[config.mk]
export PLATFORM = sky130hd
export DESIGN_NAME = gcd_fraction_reducer_flat
export DESIGN_NICKNAME = d
export VERILOG_FILES = /design/src/rtl/gcd_fraction_reducer_if.sv /design/src/rtl/gcd_fraction_reducer.sv /design/src/flat_wrapper.sv
export SDC_FILE = /design/constraint.sdc
export NUM_CORES = 1
export LEC_CHECK = 0
export CORE_MARGIN = 5
export CORE_UTILIZATION = 59
export DETAILED_ROUTE_END_ITERATION = 10
export GPL_ROUTABILITY_DRIVEN = 0
export GPL_TIMING_DRIVEN = 0
export PLACE_DENSITY = 0.84
export SYNTH_ARGS = -nofsm -noshare
export SYNTH_HDL_FRONTEND = slang
export SYNTH_SLANG_ARGS = --single-unit
[constraint.sdc]
create_clock -name clk -period 9.64 [get_ports clk]
set_input_delay 2.892 -clock clk [delete_from_list [all_inputs] [get_ports clk]]
set_output_delay 2.892 -clock clk [all_outputs]
set_load 0.005 [all_outputs]
[src/rtl/gcd_fraction_reducer_if.sv]
// Handshake bundle between the GCD stage, the fraction reducer and its consumer.
// The master side supplies operands and accepts results; the slave side is the reducer.
`timescale 1ns/1ps
interface gcd_fraction_reducer_if #(parameter int WIDTH = 32);
    logic             in_valid;
    logic             in_ready;
    logic [WIDTH-1:0] num;
    logic [WIDTH-1:0] den;
    logic [WIDTH-1:0] gcd;
    logic             out_valid;
    logic             out_ready;
    logic [WIDTH-1:0] num_red;
    logic [WIDTH-1:0] den_red;
    logic [1:0]       status;

    modport master (
        output in_valid, num, den, gcd, out_ready,
        input  in_ready, out_valid, num_red, den_red, status
    );

    modport slave (
        input  in_valid, num, den, gcd, out_ready,
        output in_ready, out_valid, num_red, den_red, status
    );
endinterface

[src/rtl/gcd_fraction_reducer.sv]
// Fraction reducer: divides num and den by their GCD with one shared restoring
// divider (one quotient bit per clock, numerator first, then denominator).
// A zero GCD skips division and reports status[0]; any nonzero remainder sets status[1].
`timescale 1ns/1ps
module gcd_fraction_reducer #(
    parameter int WIDTH = 32
) (
    input  logic                    clk,
    input  logic                    rst,
    gcd_fraction_reducer_if.slave   bus
);
    localparam int CW = (WIDTH > 1) ? $clog2(WIDTH) : 1;

    typedef enum logic [1:0] {
        IDLE  = 2'd0,
        DIV_N = 2'd1,
        DIV_D = 2'd2,
        DONE  = 2'd3
    } state_t;

    state_t           state;
    logic [CW-1:0]    count;
    logic [WIDTH:0]   rem;        // one extra bit so the shifted remainder cannot overflow
    logic [WIDTH-1:0] dividend;   // shifted left each step; MSB feeds the remainder
    logic [WIDTH-1:0] den_hold;   // denominator waits here while the numerator divides
    logic [WIDTH-1:0] divisor;
    logic [WIDTH-1:0] quot;
    logic             zero_gcd;

    logic [WIDTH:0]   shifted;
    logic [WIDTH:0]   step_rem;
    logic             step_qbit;
    logic [WIDTH-1:0] step_quot;
    logic             last_step;

    // One restoring-division step: shift in the next dividend bit, subtract if it fits.
    always_comb begin
        shifted = {rem[WIDTH-1:0], dividend[WIDTH-1]};
        if (shifted >= {1'b0, divisor}) begin
            step_rem  = shifted - {1'b0, divisor};
            step_qbit = 1'b1;
        end else begin
            step_rem  = shifted;
            step_qbit = 1'b0;
        end
        step_quot = {quot[WIDTH-2:0], step_qbit};
        last_step = (count == CW'(WIDTH - 1));
    end

    // Control FSM, divider datapath and registered handshake/result outputs.
    always_ff @(posedge clk) begin
        if (!rst) begin
            state         <= IDLE;
            bus.in_ready  <= 1'b1;
            bus.out_valid <= 1'b0;
            bus.num_red   <= {WIDTH{1'b0}};
            bus.den_red   <= {WIDTH{1'b0}};
            bus.status    <= 2'b00;
            count         <= {CW{1'b0}};
            rem           <= {(WIDTH+1){1'b0}};
            dividend      <= {WIDTH{1'b0}};
            den_hold      <= {WIDTH{1'b0}};
            divisor       <= {WIDTH{1'b0}};
            quot          <= {WIDTH{1'b0}};
            zero_gcd      <= 1'b0;
        end else begin
            case (state)
                IDLE: begin
                    if (bus.in_valid) begin
                        bus.in_ready <= 1'b0;
                        dividend     <= bus.num;
                        den_hold     <= bus.den;
                        divisor      <= bus.gcd;
                        zero_gcd     <= (bus.gcd == {WIDTH{1'b0}});
                        count        <= {CW{1'b0}};
                        rem          <= {(WIDTH+1){1'b0}};
                        quot         <= {WIDTH{1'b0}};
                        bus.status   <= 2'b00;
                        state        <= DIV_N;
                    end
                end
                DIV_N: begin
                    if (zero_gcd) begin
                        // Zero divisor: no division, result is 0/0 one edge after accept.
                        bus.num_red   <= {WIDTH{1'b0}};
                        bus.den_red   <= {WIDTH{1'b0}};
                        bus.status    <= 2'b01;
                        bus.out_valid <= 1'b1;
                        state         <= DONE;
                    end else if (last_step) begin
                        bus.num_red   <= step_quot;
                        bus.status[1] <= |step_rem;
                        dividend      <= den_hold;
                        rem           <= {(WIDTH+1){1'b0}};
                        quot          <= {WIDTH{1'b0}};
                        count         <= {CW{1'b0}};
                        state         <= DIV_D;
                    end else begin
                        rem      <= step_rem;
                        quot     <= step_quot;
                        dividend <= {dividend[WIDTH-2:0], 1'b0};
                        count    <= count + CW'(1);
                    end
                end
                DIV_D: begin
                    if (last_step) begin
                        bus.den_red   <= step_quot;
                        bus.status[1] <= bus.status[1] | (|step_rem);
                        bus.out_valid <= 1'b1;
                        state         <= DONE;
                    end else begin
                        rem      <= step_rem;
                        quot     <= step_quot;
                        dividend <= {dividend[WIDTH-2:0], 1'b0};
                        count    <= count + CW'(1);
                    end
                end
                DONE: begin
                    if (bus.out_ready) begin
                        bus.out_valid <= 1'b0;
                        bus.in_ready  <= 1'b1;
                        state         <= IDLE;
                    end
                end
                default: begin
                    bus.out_valid <= 1'b0;
                    bus.in_ready  <= 1'b1;
                    state         <= IDLE;
                end
            endcase
        end
    end
endmodule

[src/flat_wrapper.sv]
// flat-port wrapper written by rule: the top's interface ports become plain ports
module gcd_fraction_reducer_flat 
#(
    parameter int WIDTH = 32
)
  (clk, rst, bus_in_valid, bus_num, bus_den, bus_gcd, bus_out_ready, bus_in_ready, bus_out_valid, bus_num_red, bus_den_red, bus_status);
  gcd_fraction_reducer_if #(.WIDTH(WIDTH)) bus_i ();
  input  logic clk;
  input  logic rst;
  input wire logic [$bits(bus_i.in_valid)-1:0] bus_in_valid;
  input wire logic [$bits(bus_i.num)-1:0] bus_num;
  input wire logic [$bits(bus_i.den)-1:0] bus_den;
  input wire logic [$bits(bus_i.gcd)-1:0] bus_gcd;
  input wire logic [$bits(bus_i.out_ready)-1:0] bus_out_ready;
  output wire logic [$bits(bus_i.in_ready)-1:0] bus_in_ready;
  output wire logic [$bits(bus_i.out_valid)-1:0] bus_out_valid;
  output wire logic [$bits(bus_i.num_red)-1:0] bus_num_red;
  output wire logic [$bits(bus_i.den_red)-1:0] bus_den_red;
  output wire logic [$bits(bus_i.status)-1:0] bus_status;
  assign bus_i.in_valid = bus_in_valid;
  assign bus_i.num = bus_num;
  assign bus_i.den = bus_den;
  assign bus_i.gcd = bus_gcd;
  assign bus_i.out_ready = bus_out_ready;
  assign bus_in_ready = bus_i.in_ready;
  assign bus_out_valid = bus_i.out_valid;
  assign bus_num_red = bus_i.num_red;
  assign bus_den_red = bus_i.den_red;
  assign bus_status = bus_i.status;
  gcd_fraction_reducer #(.WIDTH(WIDTH)) u_core (.clk(clk), .rst(rst), .bus(bus_i));
endmodule
[After elaboration in Yosys (flattened, before gate mapping)]
Cells that the tools add are included.
Operators by class
  $add $sub $neg: 2
  $lt $le $gt $ge: 1
  equality and inequality tests: 11
  mux-type cells: 45
  bitwise logic cells: 1
  reductions and logical operators: 18
Operators by type and width (number)
  $mux 32: 11
  $pmux 32 s3: 2
  $mux 31: 4
  $pmux 31 s3: 1
  $pmux 32 s2: 1
  $ge 33x32->1: 1
  $mux 33: 1
  $reduce_or 33->1: 1
  $sub 33x32->33: 1
  $logic_not 32->1: 1
  $mux 5: 4
  $reduce_and 4->1: 4
  $pmux 5 s3: 1
  $mux 2: 6
  $mux 1: 9
  $reduce_and 3->1: 3
  $ne 2x2->1 const B: 4
  $pmux 2 s4: 1
  $reduce_bool 2->1: 4
  $pmux 1 s3: 2
  $reduce_bool 3->1: 2
  $add 5x1->5 const B: 1
  $eq 5x5->1 const B: 1
  $eq 2x2->1 const B: 2
  7 further kinds: 10
Word-level totals
  bits in registers: 235
  output and inout bits: 68

[Longest topological paths before layout]
  word-level depth: 6
  depth in mapped cells: 15

[Least setup slack after synthesis]
Ideal clock, no wire load.
  path type: input to register
  start point: input bus_in_valid
  end point: register u_core.count[0]
  library setup time: 0.059 ns
  arrival: 4.209 ns
  required time: 9.581 ns
  slack: 5.372 ns
  stages: 8
  path buffers: 2
  cell sequence: nand2b_1 > and2_1 > nand3_1 > clkbuf_1 > clkbuf_1 > nand2_1 > o21ai_0 > and2_1
Between the ends
  word-level cells in the longest chain between the ends: 2
RTL lines
  from (decl): line flat_wrapper.sv:10  | input wire logic [$bits(bus_i.in_valid)-1:0] bus_in_valid;
  $ne 2x2->1 (no source line)
  $reduce_and 4->1 (no source line)
  to (signal assigned): line gcd_fraction_reducer.sv:59  | count <= {CW{1'b0}};
  to (signal assigned): line gcd_fraction_reducer.sv:75  | count <= {CW{1'b0}};
  to (signal assigned): line gcd_fraction_reducer.sv:96  | count <= {CW{1'b0}};
  to (decl): line gcd_fraction_reducer.sv:22  | logic [CW-1:0] count;
Every way passes these cells.
A chain may end at the register's enable or synchronous reset.

[Final worst setup path]
  start point: input bus_in_valid
  end point: register u_core.rem[18]
Between the ends
  word-level cells in the longest chain between the ends: 2
RTL lines
  $ne 2x2->1 (no source line)
  $reduce_and 4->1 (no source line)
  to (signal assigned): line gcd_fraction_reducer.sv:60  | rem <= {(WIDTH+1){1'b0}};
  to (signal assigned): line gcd_fraction_reducer.sv:76  | rem <= {(WIDTH+1){1'b0}};
  to (signal assigned): line gcd_fraction_reducer.sv:94  | rem <= {(WIDTH+1){1'b0}};
  to (decl): line gcd_fraction_reducer.sv:23  | logic [WIDTH:0] rem;
Every way passes these cells.

==> results.py <==
metrics = {
    "critical_path": {
        "crit_fanout": 10,
        "cp-end-kind": "register",
        "kind_of_cell_with_the_highest_combined_delay_on_the_critical_path": "buffers and inverters",
        "cp_data_required_time_ps": 10110,
        "worst_r2r_startpoint": "u_core.dividend[31]",
        "timing.rr.end": "u_core.bus.status[1]",
        "cp_num_buf_inv": 3,
        "ff2ff_setup_slack_ps": 5520,
        "cpPeakStageDelay_ps": 560,
        "cp.arrival_ps": 5490,
        "critPathLaunchType": "primary input",
        "timing.critical_path.slowest_stage_cell": "sky130_fd_sc_hd__clkbuf_1",
        "rr_worst_depth": 14,
        "crit_path_cell_trace": "clkdlybuf4s50_1 > nand2b_1 > and2_1 > nand3_1 > clkbuf_1 > clkbuf_1 > nand2_1 > o21ai_0 > and2_1",
        "criticalPathCategory": "in2reg",
    },
    "layout": {
        "drive_gt1_share_pct": 3.07,
        "number_of_non_filler_instances_in_the_completed_layout": 1895,
        "area_growth_pct": 24.5,
        "design.final.nets": 1749,
    },
    "grt": {
        "pin_count_of_the_biggest_net_entering_global_routing": 14,
        "via_count_of_the_first_global_routing_pass": 11000,
        "grtUsageTotal_pct": 29.7,
        "antenna_violations_before_repair": 0,
        "grt_first_pass_wirelength_mm": 55.2,
        "grt.overflow.total": 0,
    },
    "clock_tree": {
        "clock_input_transition_at_the_sequential_cells_of_the_worst_setup_and_hold_paths_ps": 60,
        "postCtsResizedCells": 0,
        "clockBufferDepth": 3,
        "clk-insertion-delay-late_ps": 530,
        "tritoncts.num_buffers": 26,
        "cts-hold-fix-buffers": 0,
        "cts.repair_timing.setup_buffer_count": 0,
        "clkSinkCount": 235,
        "tritoncts": "yes",
        "cts_root_buf": "sky130_fd_sc_hd__clkbuf_16",
        "clock_tree.htree_level_count": 1,
    },
    "hold_path": {
        "hold_end": "u_core.den_hold[7]",
        "worstHoldStart": "u_core.den_hold[7]",
        "worst_hold_depth": 2,
        "worst_hold_path_type": "reg2reg",
    },
    "detailed_routing": {
        "post_drt_wl_per_cell_um": 18.2,
        "initialDrtViolationCount": 940,
        "finalWirelength_mm": 34.5,
        "post_drt_via_cell_ratio": 5.96,
        "drtPass1Iterations": 6,
        "drc_errors": 0,
        "dr_total_vias": 11300,
        "drtAntennaViolNets": 0,
    },
    "floorplan": {
        "design.die.area_sq_um": 22700,
        "placementRows": 51,
        "initial_core_util_pct": 59.9,
        "fp.coreArea_sq_um": 19500,
        "ports_placed_on_the_boundary": 168,
        "floorplan.die.width_um": 151,
        "die-height_um": 151,
    },
    "run": {
        "max_cap_viol_count": 0,
    },
    "synth": {
        "syn-num-nets": 1554,
        "synth-simple-area-share_pct": 21.5,
        "synth_edf_count": 0,
        "synth.ff_latch_count": 235,
        "synth_compound_gate_area_share_pct": 25.4,
        "synthXorXnorAreaFrac_pct": 2.17,
        "synth_top_flop_cell": "sky130_fd_sc_hd__dfxtp_1",
        "post_synth_inst_count": 1415,
        "post_synth.cell_area_avg_sq_um": 8.27,
        "synth.distinct_cells": 60,
        "seq_area_frac_synth_pct": 40.2,
        "combinational_family_with_the_most_area_after_synthesis": "compound AO/OA/AOI/OAI gates",
        "synthAdderAreaFrac_pct": 4.23,
        "async_flop_share_pct": 0,
        "post_synth_instance_area_sq_um": 11700,
        "ys_warn_count": 0,
        "post_synth_mux_area_share_pct": 1.63,
    },
    "timing": {
        "tightest_slew_ps": 932,
        "timing.final.ws_setup_ps": 4620,
        "setup_repair_after_global_routing_missed_its_margin": "no",
        "finalClockSkew_ps": 8.64,
        "report.final.slew_viol_count": 0,
        "finalWorstPathRequiredPeriod_ps": 5020,
        "finalSetupViolations": 0,
        "max_freq_mhz": 199,
        "post-route-period-util_pct": 52.1,
        "final.setup.tns_ps": 0,
        "timing.max_slew.rel_slack_pct": 37.8,
        "timing.final.hold_violations": 0,
    },
    "placement": {
        "dp_cells": 1847,
        "buffers_added_on_ports": 167,
        "preCtsSetupSlack_ps": 4120,
        "hpwl_mm": 25.1,
    },
    "power_and_ir_drop": {
        "vdd_drop_max_mv": 0.165,
        "power_density_nw_per_um2": 244,
        "static-leakage-power_nw": 5.12,
    },
    "status": {
        "status": "complete, no violations",
    },
}
-- routing by layer --
| layer | routed length [um] | GRT usage [%] | vias to the layer above | share of wire, % |
|---|---|---|---|---|
| met5 | 0 | 0 | - | 0 |
| met4 | 1150 | 11.5 | 0 | 3.3 |
| met3 | 2450 | 4.40 | 83 | 7.1 |
| met2 | 16400 | 48.9 | 484 | 47 |
| met1 | 14500 | 39.7 | 5369 | 42 |
| li1 | - | - | 5364 | - |
-- how the worst max path moves through the flow --
stage,startpoint,endpoint,slack [ps],cells past startpoint
finish,bus_in_valid,u_core.rem[18],4620,9
global route,bus_in_valid,u_core.quot[29],4450,8
CTS,bus_in_valid,u_core.quot[29],4670,8
detailed placement,bus_in_valid,u_core.quot[29],4120,8
global placement,bus_in_valid,u_core.rem[0],4200,8
floorplan,bus_in_valid,u_core.count[0],5370,8
-- power by group --
part	total (W)	internal (W)	switching, W
clock network	0.00100	0.000602	0.000403
logic	0.00137	0.000486	0.000883
registers	0.00117	0.00110	0.0000764
-- cells by family (layout without fill, tap and decap cells) --
group	count (synthesis)	count (layout)
AOI/OAI and AO/OA	436	436
xor gates and xnor gates	29	29
adders and majority gates	39	39
buffers and inverters	149	362
DFF	235	235
muxes	19	19
other	0	2
and+or+nand+nor	508	508
-- tightest hold or removal path: stages (launching register included) --
cell and delay (ps):
sky130_fd_sc_hd__dfxtp_1 310, sky130_fd_sc_hd__nand2_1 40, sky130_fd_sc_hd__a21boi_0 60
-- registers in the layout, indices dropped and copies added (netlist names) --
signal / count
u_core.bus.den_red: 32
u_core.bus.in_ready: 1
u_core.bus.num_red: 32
u_core.bus.out_valid: 1
u_core.bus.status: 2
u_core.count: 5
u_core.den_hold: 32
u_core.dividend: 32
u_core.divisor: 32
u_core.quot: 31
u_core.rem: 32
u_core.state: 2
u_core.zero_gcd: 1
-- synth_stat cells (4+ instances only) --
master / count / share of area [%]
sky130_fd_sc_hd__buf_1: 5 / 0.16
sky130_fd_sc_hd__nor2_1: 65 / 2.1
sky130_fd_sc_hd__nand2b_1: 6 / 0.32
sky130_fd_sc_hd__o21a_1: 5 / 0.32
sky130_fd_sc_hd__dfxtp_1: 235 / 40
sky130_fd_sc_hd__and2_1: 29 / 1.6
sky130_fd_sc_hd__o211ai_1: 7 / 0.45
sky130_fd_sc_hd__nor2b_1: 141 / 7.5
sky130_fd_sc_hd__a31oi_1: 6 / 0.32
sky130_fd_sc_hd__nand2_1: 201 / 6.4
sky130_fd_sc_hd__nor3b_1: 4 / 0.26
sky130_fd_sc_hd__inv_1: 45 / 1.4
sky130_fd_sc_hd__xor2_1: 8 / 0.60
sky130_fd_sc_hd__o21ai_0: 54 / 2.3
sky130_fd_sc_hd__a211oi_1: 33 / 2.1
sky130_fd_sc_hd__a21oi_1: 82 / 3.5
sky130_fd_sc_hd__clkbuf_1: 95 / 3.0
sky130_fd_sc_hd__ha_1: 38 / 4.1
sky130_fd_sc_hd__xnor2_1: 21 / 1.6
sky130_fd_sc_hd__nor3_1: 13 / 0.56
sky130_fd_sc_hd__nand4_1: 10 / 0.53
sky130_fd_sc_hd__a21boi_0: 69 / 4.4
sky130_fd_sc_hd__a22oi_1: 136 / 8.7
sky130_fd_sc_hd__o221ai_1: 5 / 0.37
sky130_fd_sc_hd__nor4_1: 14 / 0.75
sky130_fd_sc_hd__mux2i_1: 19 / 1.6
sky130_fd_sc_hd__or4_1: 4 / 0.26
sky130_fd_sc_hd__a21o_1: 11 / 0.71
sky130_fd_sc_hd__nand3_1: 8 / 0.34
-- metrics by stage --
step	utilization [%]	power, W	cell area [sq um]	hold slack (ps)
after floorplan	-	0.00214	11700	443
after global placement	70.2	0.00248	13700	451
after detailed placement	70.2	0.00252	13700	456
after CTS	74.6	0.00352	14600	464
after global routing	74.6	0.00375	14600	485
final	74.6	0.00355	14600	459
-- placed cells by master, fill, tap and decap left out, types with 21 or more instances in the layout --
master / instances
sky130_fd_sc_hd__nor2_1: 65
sky130_fd_sc_hd__nor2b_1: 141
sky130_fd_sc_hd__clkdlybuf4s50_1: 167
sky130_fd_sc_hd__and2_1: 29
sky130_fd_sc_hd__nand2_1: 201
sky130_fd_sc_hd__a21oi_1: 82
sky130_fd_sc_hd__xnor2_1: 21
sky130_fd_sc_hd__ha_1: 38
sky130_fd_sc_hd__dfxtp_1: 235
sky130_fd_sc_hd__clkbuf_1: 102
sky130_fd_sc_hd__clkbuf_16: 26
sky130_fd_sc_hd__a211oi_1: 33
sky130_fd_sc_hd__a21boi_0: 69
sky130_fd_sc_hd__inv_1: 45
sky130_fd_sc_hd__o21ai_0: 54
sky130_fd_sc_hd__a22oi_1: 136
-- cell type report --
class | count | area [sq um]
multi-input combinational | 1031 | 6430
fill | 1510 | 4950
sequential | 235 | 4700
timing repair buffer | 167 | 1670
clock buffer | 36 | 718
buffer | 104 | 395
tap | 265 | 332
inverter | 45 | 169
clock inverter | 10 | 145
antenna | 2 | 5.00
(Power assumes the default switching activity.)
